===== src/rtl/nco_spi_pkg.sv =====
// Shared constants and state encoding for the NCO SPI initiator.
package nco_spi_pkg;

   localparam int SPI_BYTE_W            = 8;
   localparam int CLKS_PER_HALF_BIT_MIN = 4;

   typedef logic [2:0] state_t;

   localparam state_t ST_IDLE     = 3'd0;
   localparam state_t ST_CS_SETUP = 3'd1;
   localparam state_t ST_SHIFT    = 3'd2;
   localparam state_t ST_BYTE_GAP = 3'd3;
   localparam state_t ST_CS_HOLD  = 3'd4;
   localparam state_t ST_CS_GAP   = 3'd5;

   function automatic int max4(input int a, input int b, input int c, input int d);
      int m;
      m = a;
      if (b > m) m = b;
      if (c > m) m = c;
      if (d > m) m = d;
      return m;
   endfunction

endpackage


===== src/rtl/nco_spi_sync2.sv =====
// Two-flop synchronizer for the MISO input; resets to 0.
module nco_spi_sync2 (
   input  logic i_clock,
   input  logic i_reset_n,
   input  logic d,
   output logic q
);

   logic meta;

   always_ff @(posedge i_clock or negedge i_reset_n) begin
      if (!i_reset_n) begin
         meta <= 1'b0;
         q    <= 1'b0;
      end else begin
         meta <= d;
         q    <= meta;
      end
   end

endmodule


===== src/rtl/nco_spi_master.sv =====
// Byte-wide SPI mode-0 initiator for NCO frames; frames delimited by i_tx_last.
// Optional MISO capture is enabled by defining NCO_SPI_MISO_CAPTURE_EN.
//
// state       | meaning
// IDLE        | CS high, waiting for first byte of a frame
// CS_SETUP    | CS low, bit7 on MOSI, SCLK still low
// SHIFT       | toggling SCLK, 8 bits MSB first
// BYTE_GAP    | mid-frame, SCLK low, CS low, waiting for next byte
// CS_HOLD     | CS held low after last SCLK fall
// CS_GAP      | CS high, minimum inter-frame time
module nco_spi_master
   import nco_spi_pkg::*;
#(
   parameter int CLKS_PER_HALF_BIT = 4,
   parameter int CS_SETUP_CLKS     = 4,
   parameter int CS_HOLD_CLKS      = 4,
   parameter int CS_IDLE_CLKS      = 8
) (
   input  logic                  i_clock,
   input  logic                  i_reset_n,
   input  logic [SPI_BYTE_W-1:0] i_tx_byte,
   input  logic                  i_tx_valid,
   input  logic                  i_tx_last,
   output logic                  o_tx_ready,
   output logic                  o_busy,
   output logic                  o_byte_done,
   output logic                  o_SCLK,
   output logic                  o_CS,
   output logic                  o_MOSI,
   input  logic                  i_MISO,
   output logic [SPI_BYTE_W-1:0] o_rx_byte,
   output logic                  o_rx_valid
);

   localparam int MAXP  = max4(CLKS_PER_HALF_BIT, CS_SETUP_CLKS, CS_HOLD_CLKS, CS_IDLE_CLKS);
   localparam int CNT_W = $clog2(MAXP) + 1;

   localparam logic [CNT_W-1:0] H_LAST     = CNT_W'(CLKS_PER_HALF_BIT - 1);
   localparam logic [CNT_W-1:0] SETUP_LAST = CNT_W'(CS_SETUP_CLKS - 1);
   localparam logic [CNT_W-1:0] HOLD_LAST  = CNT_W'(CS_HOLD_CLKS - 1);
   localparam logic [CNT_W-1:0] GAP_LAST   = CNT_W'(CS_IDLE_CLKS - 1);

   state_t                  state_q, state_nx;
   logic [CNT_W-1:0]        hb_cnt, tmr;
   logic [2:0]              bit_cnt;
   logic                    sclk_q, last_q, byte_done_q, rdy_en_q;
   logic [SPI_BYTE_W-1:0]   tx_sr;
   logic                    hb_wrap, fall, fall8, accept;

   assign hb_wrap = (state_q == ST_SHIFT) && (hb_cnt == H_LAST);
   assign fall    = hb_wrap && sclk_q;
   assign fall8   = fall && (bit_cnt == 3'd7);
   assign accept  = i_tx_valid && o_tx_ready;

   always_ff @(posedge i_clock or negedge i_reset_n) begin
      if (!i_reset_n) state_q <= ST_IDLE;
      else            state_q <= state_nx;
   end

   always_comb begin
      state_nx = state_q;
      case (state_q)
         ST_IDLE:     if (accept)      state_nx = ST_CS_SETUP;
         ST_CS_SETUP: if (tmr == '0)   state_nx = ST_SHIFT;
         ST_SHIFT:    if (fall8)       state_nx = last_q ? ST_CS_HOLD : ST_BYTE_GAP;
         ST_BYTE_GAP: if (accept)      state_nx = ST_SHIFT;
         ST_CS_HOLD:  if (tmr == '0)   state_nx = ST_CS_GAP;
         ST_CS_GAP:   if (tmr == '0)   state_nx = ST_IDLE;
         default:                      state_nx = ST_IDLE;
      endcase
   end

   always_comb begin
      o_tx_ready  = rdy_en_q && ((state_q == ST_IDLE) || (state_q == ST_BYTE_GAP));
      o_busy      = (state_q != ST_IDLE);
      o_CS        = !((state_q == ST_CS_SETUP) || (state_q == ST_SHIFT) ||
                      (state_q == ST_BYTE_GAP) || (state_q == ST_CS_HOLD));
      o_SCLK      = sclk_q;
      o_MOSI      = tx_sr[SPI_BYTE_W-1];
      o_byte_done = byte_done_q;
   end

   // Half-bit counter and SCLK only move in SHIFT; every entry to SHIFT starts a fresh low phase.
   always_ff @(posedge i_clock or negedge i_reset_n) begin
      if (!i_reset_n) begin
         hb_cnt      <= '0;
         sclk_q      <= 1'b0;
         bit_cnt     <= 3'd0;
         tmr         <= '0;
         tx_sr       <= '0;
         last_q      <= 1'b0;
         byte_done_q <= 1'b0;
         rdy_en_q    <= 1'b0;
      end else begin
         rdy_en_q    <= 1'b1;
         byte_done_q <= fall8;
         if (state_q == ST_SHIFT) begin
            hb_cnt <= hb_wrap ? '0 : hb_cnt + CNT_W'(1);
            if (hb_wrap) sclk_q <= ~sclk_q;
            if (fall)    bit_cnt <= bit_cnt + 3'd1;
         end else begin
            hb_cnt  <= '0;
            sclk_q  <= 1'b0;
            bit_cnt <= 3'd0;
         end
         if (accept) begin
            tx_sr  <= i_tx_byte;
            last_q <= i_tx_last;
         end else if (fall && (bit_cnt != 3'd7)) begin
            tx_sr <= {tx_sr[SPI_BYTE_W-2:0], 1'b0};
         end
         if (state_nx != state_q) begin
            case (state_nx)
               ST_CS_SETUP: tmr <= SETUP_LAST;
               ST_CS_HOLD:  tmr <= HOLD_LAST;
               ST_CS_GAP:   tmr <= GAP_LAST;
               default:     tmr <= '0;
            endcase
         end else if (tmr != '0) begin
            tmr <= tmr - CNT_W'(1);
         end
      end
   end

`ifdef NCO_SPI_MISO_CAPTURE_EN
   logic                  miso_s, rx_valid_q;
   logic [SPI_BYTE_W-1:0] rx_sr, rx_byte_q;

   nco_spi_sync2 u_miso_sync (
      .i_clock   (i_clock),
      .i_reset_n (i_reset_n),
      .d         (i_MISO),
      .q         (miso_s)
   );

   // Last cycle of each SCLK-high phase is the same cycle the fall is scheduled.
   always_ff @(posedge i_clock or negedge i_reset_n) begin
      if (!i_reset_n) begin
         rx_sr      <= '0;
         rx_byte_q  <= '0;
         rx_valid_q <= 1'b0;
      end else begin
         rx_valid_q <= fall8;
         if (fall)  rx_sr     <= {rx_sr[SPI_BYTE_W-2:0], miso_s};
         if (fall8) rx_byte_q <= {rx_sr[SPI_BYTE_W-2:0], miso_s};
      end
   end

   assign o_rx_byte  = rx_byte_q;
   assign o_rx_valid = rx_valid_q;
`else
   logic unused_miso;
   assign unused_miso = i_MISO;
   assign o_rx_byte   = '0;
   assign o_rx_valid  = 1'b0;
`endif

endmodule

===== config.mk =====
export PLATFORM = sky130hd
export DESIGN_NAME = nco_spi_master
export DESIGN_NICKNAME = d
export VERILOG_FILES = /design/src/rtl/nco_spi_pkg.sv /design/src/rtl/nco_spi_sync2.sv /design/src/rtl/nco_spi_master.sv
export SDC_FILE = /design/constraint.sdc
export NUM_CORES = 1
export LEC_CHECK = 0
export CAP_MARGIN = 10
export CORE_ASPECT_RATIO = 1.5
export CORE_MARGIN = 2
export CORE_UTILIZATION = 50
export DETAILED_ROUTE_END_ITERATION = 7
export PLACE_DENSITY = 0.81
export SLEW_MARGIN = 20
export SYNTH_ARGS = -nofsm -noshare
export SYNTH_HDL_FRONTEND = slang
export SYNTH_SLANG_ARGS = --single-unit

===== constraint.sdc =====
create_clock -name i_clock -period 2.35 [get_ports i_clock]
set_input_delay 0.235 -clock i_clock [delete_from_list [all_inputs] [get_ports i_clock]]
set_output_delay 0.235 -clock i_clock [all_outputs]
set_load 0.01 [all_outputs]

==> summary.txt <==
Clock tree
  • CTS resizes: 0
  • Post-CTS Setup Bufs: 0
  • CTS tree: built
  • CTS Hold Buffers Added: 0
  • Clk Latency, worst-skew pair: 0.27 ns
  • CTS Buf Count: 3
  • Max clock buf depth: 2
  • Clock slew at reported path FFs: 0.09 ns
  • CTS Sinks: 26
  • CTS H-Tree Depth: 1
  • Clock root buffer: clkbuf_8

Critical path
  • R2R Path Start: state_q[2]
  • Max FO, Critical Path: 10
  • Reg2reg setup slack: 0.46 ns
  • Reg-to-Reg End: tx_sr[6]
  • CP required: 2.12 ns
  • CP Capture Type: output pin
  • CP arrival: 1.78 ns
  • Worst Reg-to-Reg Cells: 5
  • Crit Path Class: reg2out
  • Critical Path Start Type: flip-flop

Drt
  • DR pass1 iterations: 3
  • Vias per cell: 5.09
  • Total wire length: 2.35 mm
  • Routed WL per cell: 12.4 µm
  • DRC: 0
  • Iteration-0 DRC Markers: 16
  • Routed Antenna Nets: 0
  • Total number of vias: 968

Global routing
  • Antenna violations before repair: 0
  • Largest net degree at the start of global routing: 27
  • First-pass GRT wire length: 4.06 mm
  • Total GRT Usage: 14.9%
  • Vias in the first global route: 944
  • Global route overflow: 0

Logic synthesis
  • Synth Area in XOR/XNOR: 3.44%
  • Synth area leader: dfrtp_1
  • Most used DFF post-synth: dfrtp_1
  • Largest family of logic cells by synthesized area: simple AND/OR/NAND/NOR gates
  • Sequential fraction of the synthesis area: 43.6%
  • Post-synth EDFFs: 0
  • Synth Area in Simple Gates: 17.6%
  • Fraction of registers with async set/reset: 100%
  • Warning count from the yosys run: 0
  • Post-Synthesis Cells: 134
  • Synth top area cells: dfrtp_1, mux2_4, buf_4
  • Yosys cell types: 39
  • Post-Syn Area: 1490 µm²
  • Synthesized area per cell: 11.1 µm²
  • Number of synthesized register bits: 26
  • Top-area cell type share of the netlist area: 43.6%
  • Mux cell area share after synthesis: 14.9%
  • Synthesized-area fraction occupied by adder cells: 3.36%
  • Post-synthesis compound-gate area fraction: 7.63%

Floorplanning
  • Die area: 3440 µm²
  • Die height: 70.9 µm
  • FP Rows: 24
  • Core ar.: 2880 µm²
  • DIE WIDTH: 48.6 µm
  • Ports: 28
  • Starting Density: 51.7%

Finish
  • Fraction of layout cells with a size suffix above 1: 17.2%
  • # fillers: 250
  • Final Instance Area: 1700 µm²
  • Layout area overhead: 14.0%
  • # diodes: 0
  • Layout Nets: 169

Timing
  • Max Freq: 0.495 GHz
  • RSZ-0062 raised after global routing: no
  • Period utilization: 86.0%
  • Setup Skew: 0.00729 ns
  • Max Transition Viols Final: 0
  • Fin crit period: 2.02 ns
  • Final setup violation count: 0
  • Setup tns final: 0 ns
  • Final hold violations: 0

Power
  • Pwr Total: 0.000769 W
  • Peak supply drop: 0.433 mV
  • Leakage: 0.776 nW
  • PD cells: 452 nW/µm²

Place
  • Number of port buffers: 17
  • Post-DP Area: 1650 µm²
  • RD Place Congestion: 0.839
  • DP HPWL: 1.80 mm

Outcome
  • Outcome: finished, final reports clean

Job
  • Max Cap Viol: 0

Hold path
  • Worst hold path class: in2async
## stage by stage
| stage | util, % | setup slack (ns) | instances | hold slack [ns] |
|---|---|---|---|---|
| CTS | 59.0 | 0.325 | 190 | 0.330 |
| floorplan | - | 0.708 | 142 | -0.0606 |
| finish | 59.0 | 0.330 | 190 | 0.321 |
| global route | 59.0 | 0.273 | 190 | 0.360 |
| global placement | 57.1 | 0.349 | 186 | 0.462 |
| detailed placement | 57.1 | 0.350 | 186 | 0.476 |
## state kept, by name (all words and copies together) (netlist names)
| name | cells |
|---|---|
| bit_cnt | 3 |
| hb_cnt | 4 |
| last_q | 1 |
| o_SCLK | 1 |
| o_byte_done | 1 |
| rdy_en_q | 1 |
| state_q | 3 |
| tmr | 4 |
| tx_sr | 8 |
## cell usage in the layout (no fill, tap or decap), types with 2 or more instances in the layout
cell / instances
dfrtp_1: 26
clkdlybuf4s50_1: 17
nor2_1: 10
conb_1: 10
mux2_4: 9
inv_1: 6
mux2_2: 6
o21ai_0: 5
a21oi_1: 5
nand2_1: 5
nand3_1: 4
ha_1: 4
clkbuf_8: 4
nor2b_1: 3
xnor2_1: 3
nand2b_1: 2
o211ai_1: 2
or3_1: 2
nor3b_1: 2
nor3_1: 2
nand3b_1: 2
and2_1: 2
o22ai_1: 2
mux2i_1: 2
buf_4: 2
## synthesized netlist by cell type, drive strengths merged (2+ instances only)
| cell type | instances |
|---|---|
| o21ai | 5 |
| ha | 4 |
| o211ai | 2 |
| and2 | 3 |
| dfrtp | 26 |
| nand3b | 2 |
| xor2 | 2 |
| xnor2 | 3 |
| nand2b | 2 |
| inv | 6 |
| nor3b | 4 |
| nand3 | 4 |
| or3 | 2 |
| nand2 | 5 |
| nor2b | 3 |
| mux2 | 15 |
| a21oi | 5 |
| mux2i | 2 |
| o22ai | 2 |
| conb | 2 |
| nor3 | 2 |
| buf | 14 |
| nor2 | 10 |
## power by group
part           leakage, nW  internal (W)  switching [W]
clock               0.0288      0.000150       0.000134
sequential           0.341      0.000448    0.000000793
combinational        0.406     0.0000184      0.0000184
total                0.776      0.000616       0.000153
## critical path: stages, from the launching register on
cell             delay, ns
dfrtp_1               0.50
or3_1                 0.43
nand2_1               0.07
clkdlybuf4s50_1       0.52
## cells by family (layout without fill, tap and decap cells)
group           count (synthesis)  count (layout)
simple gates                   43              43
flops                          26              26
buf+inv                        20              29
compound gates                 17              17
mux                            17              17
xor+xnor                        5               5
fa+ha+maj                       4               4
other cells                     2              10
## how the worst max path moves through the flow
stage / start / end / slack (ns) / cells after the start
detailed placement: i_tx_valid / tx_sr[3] / 0.35 / 6
CTS: state_q[0] / o_CS / 0.32 / 3
floorplan: hb_cnt[0] / tx_sr[1] / 0.71 / 6
global placement: i_tx_valid / tx_sr[6] / 0.35 / 6
global route: state_q[0] / o_CS / 0.27 / 3
finish: state_q[0] / o_CS / 0.33 / 3
## per-layer routing
layer / wire [µm] / track usage [%] / vias to the layer above
met1: 1020 / 18.3 / 472
li1: - / - / 474
met2: 1230 / 26.4 / 18
met4: 29 / 6.98 / 0
met3: 73 / 1.48 / 4
met5: 0 / 0 / -
## final cells by class
type	instances	area [µm²]	share of cell area [%]
multi-input cells	96	738	43.4
flip-flops and latches	26	651	38.3
repair buffers	19	185	10.9
clock buffers	4	55.1	3.24
well taps	39	48.8	2.87
inverters	6	22.5	1.32
Note: power is estimated with default switching activity, not from simulation.
